`config.mk`:
```
export PLATFORM = sky130hd
export DESIGN_NAME = regalu_arbiter
export DESIGN_NICKNAME = d
export VERILOG_FILES = /design/src/rtl/regalu_arb_pkg.sv /design/src/rtl/regalu_arbiter_rr_arb2.sv /design/src/rtl/regalu_arbiter.sv
export SDC_FILE = /design/constraint.sdc
export NUM_CORES = 1
export LEC_CHECK = 0
export CAP_MARGIN = 20
export CORE_ASPECT_RATIO = 1.5
export CORE_MARGIN = 2
export CORE_UTILIZATION = 35
export CTS_CLUSTER_SIZE = 24
export DETAILED_ROUTE_END_ITERATION = 7
export GPL_ROUTABILITY_DRIVEN = 0
export MAX_ROUTING_LAYER = met4
export PLACE_DENSITY = 0.68
export SLEW_MARGIN = 20
export SYNTH_ARGS = -nofsm -noshare
export SYNTH_HDL_FRONTEND = slang
export SYNTH_HIERARCHICAL = 1
export SYNTH_SLANG_ARGS = --single-unit
```
`constraint.sdc`:
```
create_clock -name Clk -period 3.6 [get_ports Clk]
set_input_delay 0.72 -clock Clk [delete_from_list [all_inputs] [get_ports Clk]]
set_output_delay 0.72 -clock Clk [all_outputs]
set_load 0.05 [all_outputs]
```
`src/rtl/regalu_arb_pkg.sv`:
```
// Shared types and width constants for the RegFile_Alu request arbiter.
package regalu_arb_pkg;

  localparam int DATA_W = 16;
  localparam int ADDR_W = 4;
  localparam int OP_W   = 4;
  localparam int FLAG_W = 5;

  localparam logic [3:0] OP_ADD = 4'b0000;

  typedef enum logic [1:0] {
    IDLE  = 2'd0,
    ISSUE = 2'd1,
    READ  = 2'd2,
    RESP  = 2'd3
  } state_t;

endpackage

```
`src/rtl/regalu_arbiter_rr_arb2.sv`:
```
// Combinational two-input arbiter: round-robin by default, fixed priority
// (requester 0 first) when REGALU_ARB_FIXED_PRIO_EN is defined.
module rr_arb2
  import regalu_arb_pkg::*;
(
  input  logic [1:0] req,
`ifndef REGALU_ARB_FIXED_PRIO_EN
  input  logic       last,
`endif
  output logic       winner,
  output logic       any
);

  assign any = |req;

`ifdef REGALU_ARB_FIXED_PRIO_EN
  assign winner = req[1] & ~req[0];
`else
  // on a tie the requester not granted last time wins
  assign winner = (&req) ? ~last : req[1];
`endif

endmodule

```
`src/rtl/regalu_arbiter.sv`:
```
// Two-master arbiter/sequencer for the single RegFile_Alu: IDLE/ISSUE/READ/RESP.
// Define REGALU_ARB_FIXED_PRIO_EN for fixed priority instead of round-robin.
module regalu_arbiter #(
  parameter int DATA_W = regalu_arb_pkg::DATA_W,
  parameter int ADDR_W = regalu_arb_pkg::ADDR_W,
  parameter int OP_W   = regalu_arb_pkg::OP_W,
  parameter int FLAG_W = regalu_arb_pkg::FLAG_W
) (
  input  logic              Clk,
  input  logic              Rst,
  input  logic              req0,
  input  logic [OP_W-1:0]   op0,
  input  logic [ADDR_W-1:0] dest0,
  input  logic [ADDR_W-1:0] src0,
  input  logic [DATA_W-1:0] imm0,
  input  logic              imm_s0,
  input  logic              req1,
  input  logic [OP_W-1:0]   op1,
  input  logic [ADDR_W-1:0] dest1,
  input  logic [ADDR_W-1:0] src1,
  input  logic [DATA_W-1:0] imm1,
  input  logic              imm_s1,
  output logic              gnt0,
  output logic              gnt1,
  output logic              done0,
  output logic              done1,
  output logic [DATA_W-1:0] result,
  output logic [FLAG_W-1:0] flags,
  output logic [ADDR_W-1:0] RdestRegLoc,
  output logic [ADDR_W-1:0] RsrcRegLoc,
  output logic [OP_W-1:0]   OpCode,
  output logic [DATA_W-1:0] Imm,
  output logic              Imm_s,
  output logic              En,
  input  logic [DATA_W-1:0] RdestOut,
  input  logic [FLAG_W-1:0] Flags
);
  import regalu_arb_pkg::*;

  logic [1:0]             w_req;
  logic [1:0][OP_W-1:0]   w_op;
  logic [1:0][ADDR_W-1:0] w_dest;
  logic [1:0][ADDR_W-1:0] w_src;
  logic [1:0][DATA_W-1:0] w_imm;
  logic [1:0]             w_imm_s;
  logic                   w_winner;
  logic                   w_any;

  state_t                 r_state;
  logic                   r_owner;
  logic [1:0]             r_gnt;
  logic [1:0]             r_done;
  logic                   r_en;
  logic [OP_W-1:0]        r_op;
  logic [ADDR_W-1:0]      r_dest;
  logic [ADDR_W-1:0]      r_src;
  logic [DATA_W-1:0]      r_imm;
  logic                   r_imm_s;
  logic [DATA_W-1:0]      r_result;
  logic [FLAG_W-1:0]      r_flags;
`ifndef REGALU_ARB_FIXED_PRIO_EN
  logic                   r_last;
`endif

  assign w_req   = {req1, req0};
  assign w_op    = {op1, op0};
  assign w_dest  = {dest1, dest0};
  assign w_src   = {src1, src0};
  assign w_imm   = {imm1, imm0};
  assign w_imm_s = {imm_s1, imm_s0};

  rr_arb2 u_arb (
    .req    (w_req),
`ifndef REGALU_ARB_FIXED_PRIO_EN
    .last   (r_last),
`endif
    .winner (w_winner),
    .any    (w_any)
  );

  always_ff @(posedge Clk or negedge Rst) begin
    if (!Rst) begin
      r_state  <= IDLE;
      r_owner  <= 1'b0;
      r_gnt    <= '0;
      r_done   <= '0;
      r_en     <= 1'b0;
      r_op     <= '0;
      r_dest   <= '0;
      r_src    <= '0;
      r_imm    <= '0;
      r_imm_s  <= 1'b0;
      r_result <= '0;
      r_flags  <= '0;
`ifndef REGALU_ARB_FIXED_PRIO_EN
      r_last   <= 1'b1;
`endif
    end else begin
      r_gnt  <= '0;
      r_done <= '0;
      r_en   <= 1'b0;
      case (r_state)
        // a req still high in RESP is a fresh request, so both states arbitrate
        IDLE, RESP: begin
          if (w_any) begin
            r_state          <= ISSUE;
            r_owner          <= w_winner;
            r_gnt[w_winner]  <= 1'b1;
            r_en             <= 1'b1;
            r_op             <= w_op[w_winner];
            r_dest           <= w_dest[w_winner];
            r_src            <= w_src[w_winner];
            r_imm            <= w_imm[w_winner];
            r_imm_s          <= w_imm_s[w_winner];
`ifndef REGALU_ARB_FIXED_PRIO_EN
            r_last           <= w_winner;
`endif
          end else begin
            r_state <= IDLE;
          end
        end
        ISSUE: r_state <= READ;
        READ: begin
          r_result        <= RdestOut;
          r_flags         <= Flags;
          r_done[r_owner] <= 1'b1;
          r_state         <= RESP;
        end
        default: r_state <= IDLE;
      endcase
    end
  end

  assign gnt0        = r_gnt[0];
  assign gnt1        = r_gnt[1];
  assign done0       = r_done[0];
  assign done1       = r_done[1];
  assign result      = r_result;
  assign flags       = r_flags;
  assign En          = r_en;
  assign OpCode      = r_op;
  assign RdestRegLoc = r_dest;
  assign RsrcRegLoc  = r_src;
  assign Imm         = r_imm;
  assign Imm_s       = r_imm_s;

endmodule

```
* Yosys cells after proc, flatten, opt, wreduce, memory -nomap -nowiden
Index checks and enable logic that the tools add are counted.
Word-level totals: flip-flop bits (word level) 59, latch bits 0, RAM bits 0, bits in read-only memories 0, bits of input ports 83, output and inout port bits 55, logic and storage cells 50, memories kept 0
Operators by class: add/subtract/negate cells 0, multipliers 0, divide/modulo/power cells 0, $lt $le $gt $ge 4, equality and inequality tests 3, shifts and indexed selects 0, muxes and demuxes 22, bitwise logic cells 1, reduce and logical (&&, ||, !) cells 7
Operators with widths (count):
- $mux W16 | 2
- $mux W4 | 6
- $mux W1 | 8
- $mux W2 | 3
- $pmux W2 S3 | 1
- $eq A2 B2 Y1 const B | 2
- $lt A1 B2 Y1 const B | 2
- $reduce_and A2 Y1 | 2
- $reduce_or A2 Y1 | 2
- $demux W1 S1 | 2
- $eq A2 B1 Y1 const B | 1
- $ge A1 B1 Y1 const B | 2
- $logic_and A1 B1 Y1 | 2
- $logic_not A2 Y1 | 1
- $not A1 Y1 | 1

* Logic depth before layout (Yosys ltp)
depth after elaboration 8, depth in mapped cells 6, mapped depth without buffers 5

* Modules after synthesis
The synthesis kept the hierarchy.
Modules (own cells, without submodules):
- regalu_arbiter | instances 1, cells each 195, area an instance 2721.4 µm², seq. area each 1477.7 µm²
- rr_arb2 | instances 1, cells each 2, area an instance 13.8 µm², seq. area each 0.0 µm²

* Least setup slack after synthesis
Ideal clock, no wire load.
kind input port to flip-flop, start in req1, end reg r_imm[0] (netlist: Imm[0]), library setup time 0.123 ns, arrival 1.447 ns, required time 3.477 ns, slack 2.030 ns, cell stages on the path 5, path buffers 2, path through or2_1 > buf_6 > buf_6 > a21oi_1 > a21oi_2
Between the ends: cells in the longest elaborated chain, start to end 4, elaborated cells on any way between the ends 6, those cells by class mux (3); reduce/logical (3)
RTL lines:
- start, declared | RTL line regalu_arbiter.sv:17 | input logic req1,
- $reduce_and A2 Y1 | RTL line regalu_arbiter_rr_arb2.sv:20 | assign winner = (&req) ? ~last : req[1];
- $mux W1 | RTL line regalu_arbiter_rr_arb2.sv:20
- $mux W16 (not written as such) (2 in series) | RTL line regalu_arbiter.sv:113 | r_imm <= w_imm[w_winner];
- end signal, assigned | RTL line regalu_arbiter.sv:113
- end, declared | RTL line regalu_arbiter.sv:57 | logic [DATA_W-1:0] r_imm;
Parallel ways exist; a longest one is shown, timed or not. The select of a mux whose other input is x is not followed. A chain may end at the register's enable or synchronous reset.

* Worst setup path in the final report
start in req1, end reg r_src[0] (netlist: RsrcRegLoc[0])
Between the ends: cells in the longest elaborated chain, start to end 4, elaborated cells on any way between the ends 6, those cells by class mux (3); reduce/logical (3)
RTL lines:
- $reduce_and A2 Y1 | RTL line regalu_arbiter_rr_arb2.sv:20
- $mux W1 (*) | RTL line regalu_arbiter_rr_arb2.sv:20
- named net w_winner | RTL line regalu_arbiter.sv:46 | logic w_winner;
- $mux W4 (not written as such) (*) (2 in series) | RTL line regalu_arbiter.sv:112 | r_src <= w_src[w_winner];
- end signal, assigned | RTL line regalu_arbiter.sv:112
- end, declared | RTL line regalu_arbiter.sv:56 | logic [ADDR_W-1:0] r_src;
Mark *: on every way through the listed nets, which the timed path passes. The rest lies on a longest branch. The select of a mux whose other input is x is not followed.

==> impl_metrics.tcl <==
set metrics [dict create \
    outcome "completed" \
    drv_cap 0 \
    syn_inst 197 \
    ctsResizeCount 0 \
    cp-start-kind "input pin" \
    yosysSeqAreaShare_pct 54.0 \
    power.total_mw 4.98 \
    cts_tree "done" \
    hp-class "register to register" \
    synth.distinct_cells 22 \
    period_share_pct 61.8 \
    crit_start "req1" \
    core-area_um2 7610 \
    synthArstFlopShare_pct 100 \
    critPathMaxFanout 17 \
    start_util_pct 35.9 \
    cts_sinks 59 \
    drtIter0Drc 77 \
    htreeDepth 3 \
    syn_avg_cell_area_um2 13.9 \
    grt_first_pass_wirelength_mm 10.7 \
    die_area_um2 8550 \
    ys_seq_elements 59 \
    post-synth-top-count-cell "dfrtp_1" \
    clkLatencyLatePin_ns 0.32 \
    final_area_um2 4440 \
    yosysTopAreaCell "dfrtp_1" \
    drcViolationCount 0 \
    finalSetupViolations 0 \
    postCtsSetupRepairBufs 0 \
    finalHoldViolCount 0 \
    io_buffers 137 \
    grt-ovfl-total 0 \
    cp-end-kind "register" \
    synth_area_um2 2740 \
    maxSlewHeadroom_pct 44.5 \
    clock_skew_ns 0.00356 \
    worstPathArrival_ns 2.39 \
    dp_hpwl_mm 4.49 \
    drt-wirelength-per-cell_um 14.6 \
    rsz0062_at_grt "false" \
    fin_nets 420 \
    ys_top_cells_by_count "dfrtp_1, a21oi_1, a21oi_2, mux2i_1, mux2_4" \
    yosys_warnings 6 \
    antenna_found_initial 0 \
    fmax_mhz 450 \
    hold_slack_ns 0.446 \
    viasPerCell 4.59 \
    dr_total_vias 2029 \
    drtPass1Iterations 4 \
    leakagePower_nw 1.88 \
    vdd_drop_max_uv 537 \
    fill_cells 696 \
    cts_buffers 9 \
    synthFlopType "dfrtp_1" \
    worstPathRequired_ns 3.77 \
    criticalPathCategory "input pin to register" \
    rows 39 \
    io_pins 138 \
    synth_top_area_share_pct 53.1 \
    drive_above_1_share_pct 22.1 \
    worst_pin_slew_ns 0.831 \
    hold_start "r_owner" \
    drv_slew 0 \
    grt_pass1_vias 2179 \
    ant_nets 0 \
    routed_wl_mm 6.46 \
    utilization_pct 58.3 \
    cellPowerDensity_nw_per_um2 1120 \
    area_growth_pct 62.4 \
    grt.total_usage_pct 16.4 \
    place_area_um2 4130 \
    ctsLongestPathBuffers 2 \
    fin_crit_ns 2.22 \
    die_h_um 112 \
    grt_max_degree 60 \
    antennaDiodeCount 0 \
    clk_pin_slew_ns 0.05 \
    ctsHoldBuffers 0 \
    synth_enable_flop_cells 0 \
    die_w_um 76.2 \
    tns_ns 0 \
    root_buffer "clkbuf_16" \
    synth_nets 282 \
    r2r_start "r_last" \
    yosys-top-cells-area "dfrtp_1, mux2i_1, mux2_4" \
]
==> final timing paths <==
path	endpoint	slack, ns	cells past startpoint
setup / recovery	RsrcRegLoc[0]	1.38	5
hold / removal	r_done[0]	0.45	1
setup reg to reg	RsrcRegLoc[0]	1.89	4
hold reg to reg	r_done[0]	0.45	1
max in group asynchronous	RsrcRegLoc[0]	2.54	2
min in group asynchronous	result[7]	0.55	2
==> through the flow <==
stage,worst slack (ns),std cells
after floorplan,2.03,197
after global placement,1.08,426
after detailed placement,1.00,426
after CTS,1.34,442
after global routing,1.28,442
final,1.38,442
==> state kept, by name, indices dropped and copies added, names as in the netlist <==
signal       cells
RdestRegLoc      4
r_gnt            2
flags            5
RsrcRegLoc       4
En               1
r_last           1
r_state          2
OpCode           4
Imm             16
Imm_s            1
result          16
r_done           2
r_owner          1
==> placed cells by master, fill, tap and decap left out, types with 2 or more instances in the layout <==
| cell | n |
|---|---|
| clkdlybuf4s50_1 | 136 |
| clkbuf_8 | 3 |
| clkbuf_16 | 9 |
| mux2i_1 | 29 |
| dfrtp_1 | 58 |
| a21oi_2 | 29 |
| mux2_2 | 2 |
| inv_2 | 2 |
| ha_1 | 2 |
| a21o_1 | 3 |
| a21oi_1 | 29 |
| clkbuf_1 | 2 |
| mux2_4 | 19 |
| buf_4 | 4 |
==> where the power goes <==
group	total [mW]	switching (mW)	leakage (nW)	internal (mW)
Sequential	1.18	0.168	0.678	1.01
Combinational	2.94	1.84	1.05	1.10
Clock	0.863	0.273	0.153	0.590
==> per-layer routing <==
metal | wire length, µm | GRT usage (%) | vias to the layer above
li1 | - | - | 971
met1 | 2820 | 20.6 | 962
met2 | 3130 | 25.1 | 87
met3 | 416 | 3.94 | 9
met4 | 99 | 7.64 | 0
met5 | 0 | - | -
==> critical path: stages <==
cell and delay (ns):
clkdlybuf4s50_1 0.47, a21boi_4 0.58, buf_12 0.26, mux2i_1 0.26
a21oi_2 0.08
==> cell families after synthesis <==
group / Yosys count / share of synthesized area, %
and+or+nand+nor: 6 / 1.28
adders and majority gates: 2 / 0.915
DFF: 59 / 54.0
muxes: 50 / 21.9
buffers and inverters: 18 / 6.22
AOI/OAI and AO/OA: 62 / 15.7
==> area by class of cell <==
| class | instances | area (µm²) | area share (%) |
|---|---|---|---|
| timing repair buffer | 142 | 1420 | 31.9 |
| tap | 102 | 128 | 2.87 |
| multi-input combinational | 120 | 1100 | 24.7 |
| clock inverter | 2 | 35.0 | 0.789 |
| inverter | 3 | 11.3 | 0.254 |
| clock buffer | 14 | 274 | 6.17 |
| sequential | 59 | 1480 | 33.3 |
Note: power is estimated with default switching activity, not from simulation.
==> edit (same flow settings) <==
Add a define of `REGALU_ARB_FIXED_PRIO_EN`.
--- a/src/rtl/regalu_arbiter_rr_arb2.sv
+++ b/src/rtl/regalu_arbiter_rr_arb2.sv
@@ -2,2 +2,4 @@
 // (requester 0 first) when REGALU_ARB_FIXED_PRIO_EN is defined.
+`define REGALU_ARB_FIXED_PRIO_EN
+
 module rr_arb2
Check against the original RTL: not equivalent (a bounded check fails within 10 cycles, from zero or initial values and one cycle with Rst low).
==> edit against the original RTL <==
  * Non-clock buffer count did not move
  * Area after synthesis decreased by 4.4%
  * Setup slack worse by 0.074 ns
  * Wire length shrank 2.9%
  * Final cell count shrank 1.4%
  * Sequential cell count fell by 1
  * Maximum frequency down 3.2%
  * Total power decreased by 10%
  * Final area fell by 5.6%
  * Critical path type unchanged
  * Largest cell class unchanged
==> edit: results (changes against the original RTL) <==
status: "finished, final reports clean"
drtIter0Drc: 48  # -38%
drt_first_pass_iters: 4  # unchanged
nets: 418  # -0.48%
grt_max_degree: 34  # -43%
yosys_warnings: 6  # unchanged
drive_above_1_share_pct: 16.1  # -6.0 points
dp.final_hpwl_mm: 4.51  # +0.51%
synth_fp_nets: 280  # -0.71%
postCtsSetupBuffers: 0  # unchanged
path_clk_slew_ns: 0.06
placed_cell_area_sq_mm: 0.00400  # -3.1%
cts-resized-gates: 0  # unchanged
peakVddDrop_mv: 0.441  # -18%
htreeDepth: 3  # unchanged
ys_seq_area_share_pct: 55.5  # +1.5 points
synth.area.top_cells: "dfrtp_1, mux2i_1, mux2_4, a21oi_1, a21oi_2"
port_buffers: 137  # unchanged
antenna_cells: 0  # unchanged
vias_per_cell: 4.63  # +0.93%
crit_fanout: 31  # +14
drt-total-wl_mm: 6.27  # -2.9%
async_reset_ff_share_pct: 100  # unchanged
grt_pass1_vias: 2062  # -5.4%
clkLatencyLatePin_ns: 0.32  # about the same
min_path_type: "in -> async"
worstPathArrival_ns: 2.47  # +0.08 ns
yosys-top-cells-count: "dfrtp_1, a21oi_1, mux2i_1, mux2_4, a21oi_2"
tightestPinTransition_ns: 0.791  # -0.0400 ns
grtUsageTotal_pct: 16.2  # -0.19 points
skew_ns: 0.00518  # +0.00161 ns
p_leak_nw: 1.75  # -6.7%
cts_root_buf: "clkbuf_8"
hold_buffers: 0  # unchanged
grt_antenna_before_repair: 0  # unchanged
synth_cell_type_count: 20  # -9.1%
fill_cells: 642  # -7.8%
grt_pass1_wl_mm: 9.80  # -8.4%
cts_buffers: 9  # unchanged
cts_max_path_buffers: 2  # unchanged
## edit: cell count changes after synthesis, sizes merged
| cell | change |
|---|---|
| a21boi | -1 |
| a21o | -1 |
| dfstp | -1 |
| nor2b | +1 |
## edit: area by class of cell
cell class / instances / area (sq um) / area share [%]
repair buffers: 142 / 1400 / 33.5
inverters: 3 / 11.3 / 0.269
clock inverters: 3 / 40.0 / 0.955
flip-flops and latches: 58 / 1450 / 34.6
clock buffers: 11 / 151 / 3.61
multi-input cells: 119 / 1010 / 24.1
well taps: 100 / 125 / 2.98
## edit: logic make-up after synthesis
kind of cell | share of synthesized area [%]
AOI/OAI and AO/OA | 13.0
DFF | 55.5
muxes | 22.9
buffers and inverters | 6.17
and+or+nand+nor | 1.53
adders and majority gates | 0.957
## edit: final timing paths
check                       endpoint       start  slack [ns]  cells after the start
setup / recovery           OpCode[3]        req0        1.30                      6
hold / removal             result[9]         Rst        0.45                      1
setup reg to reg           result[1]  r_state[0]        1.71                      4
hold reg to reg            r_done[0]     r_owner        0.45                      1
max in group asynchronous  result[0]         Rst        2.33                      2
min in group Clk           r_done[0]     r_owner        0.45                      1
## edit: stage by stage
step           std cells  setup WS, ns  util, %  power, mW
2_1_floorplan        195          2.03        -       3.07
3_3_place_gp         422          1.02     55.4       3.89
3_5_place_dp         422         0.925     55.4       3.93
4_1_cts              436          1.30     58.0       4.53
5_1_grt              436          1.13     58.0       4.71
6_report             436          1.30     58.0       4.48
## edit: layer usage
metal	global-route usage [%]	wire length (microns)	up-vias
met4	7.14	136	0
met5	-	0	-
met2	26.2	3200	90
met3	4.03	412	12
li1	-	-	961
met1	18.7	2530	957
## edit: where the power goes
| group | total [mW] | switching (mW) | internal [mW] | leakage, nW |
|---|---|---|---|---|
| sequential | 1.15 | 0.162 | 0.986 | 0.668 |
| combinational | 2.75 | 1.73 | 1.02 | 0.985 |
| clock | 0.581 | 0.234 | 0.347 | 0.101 |
## edit: critical path: stages
cell             delay (ns)
clkdlybuf4s50_1        0.51
or2_1                  0.11
buf_4                  0.31
nand2_1                0.17
inv_2                  0.48
a21oi_1                0.14
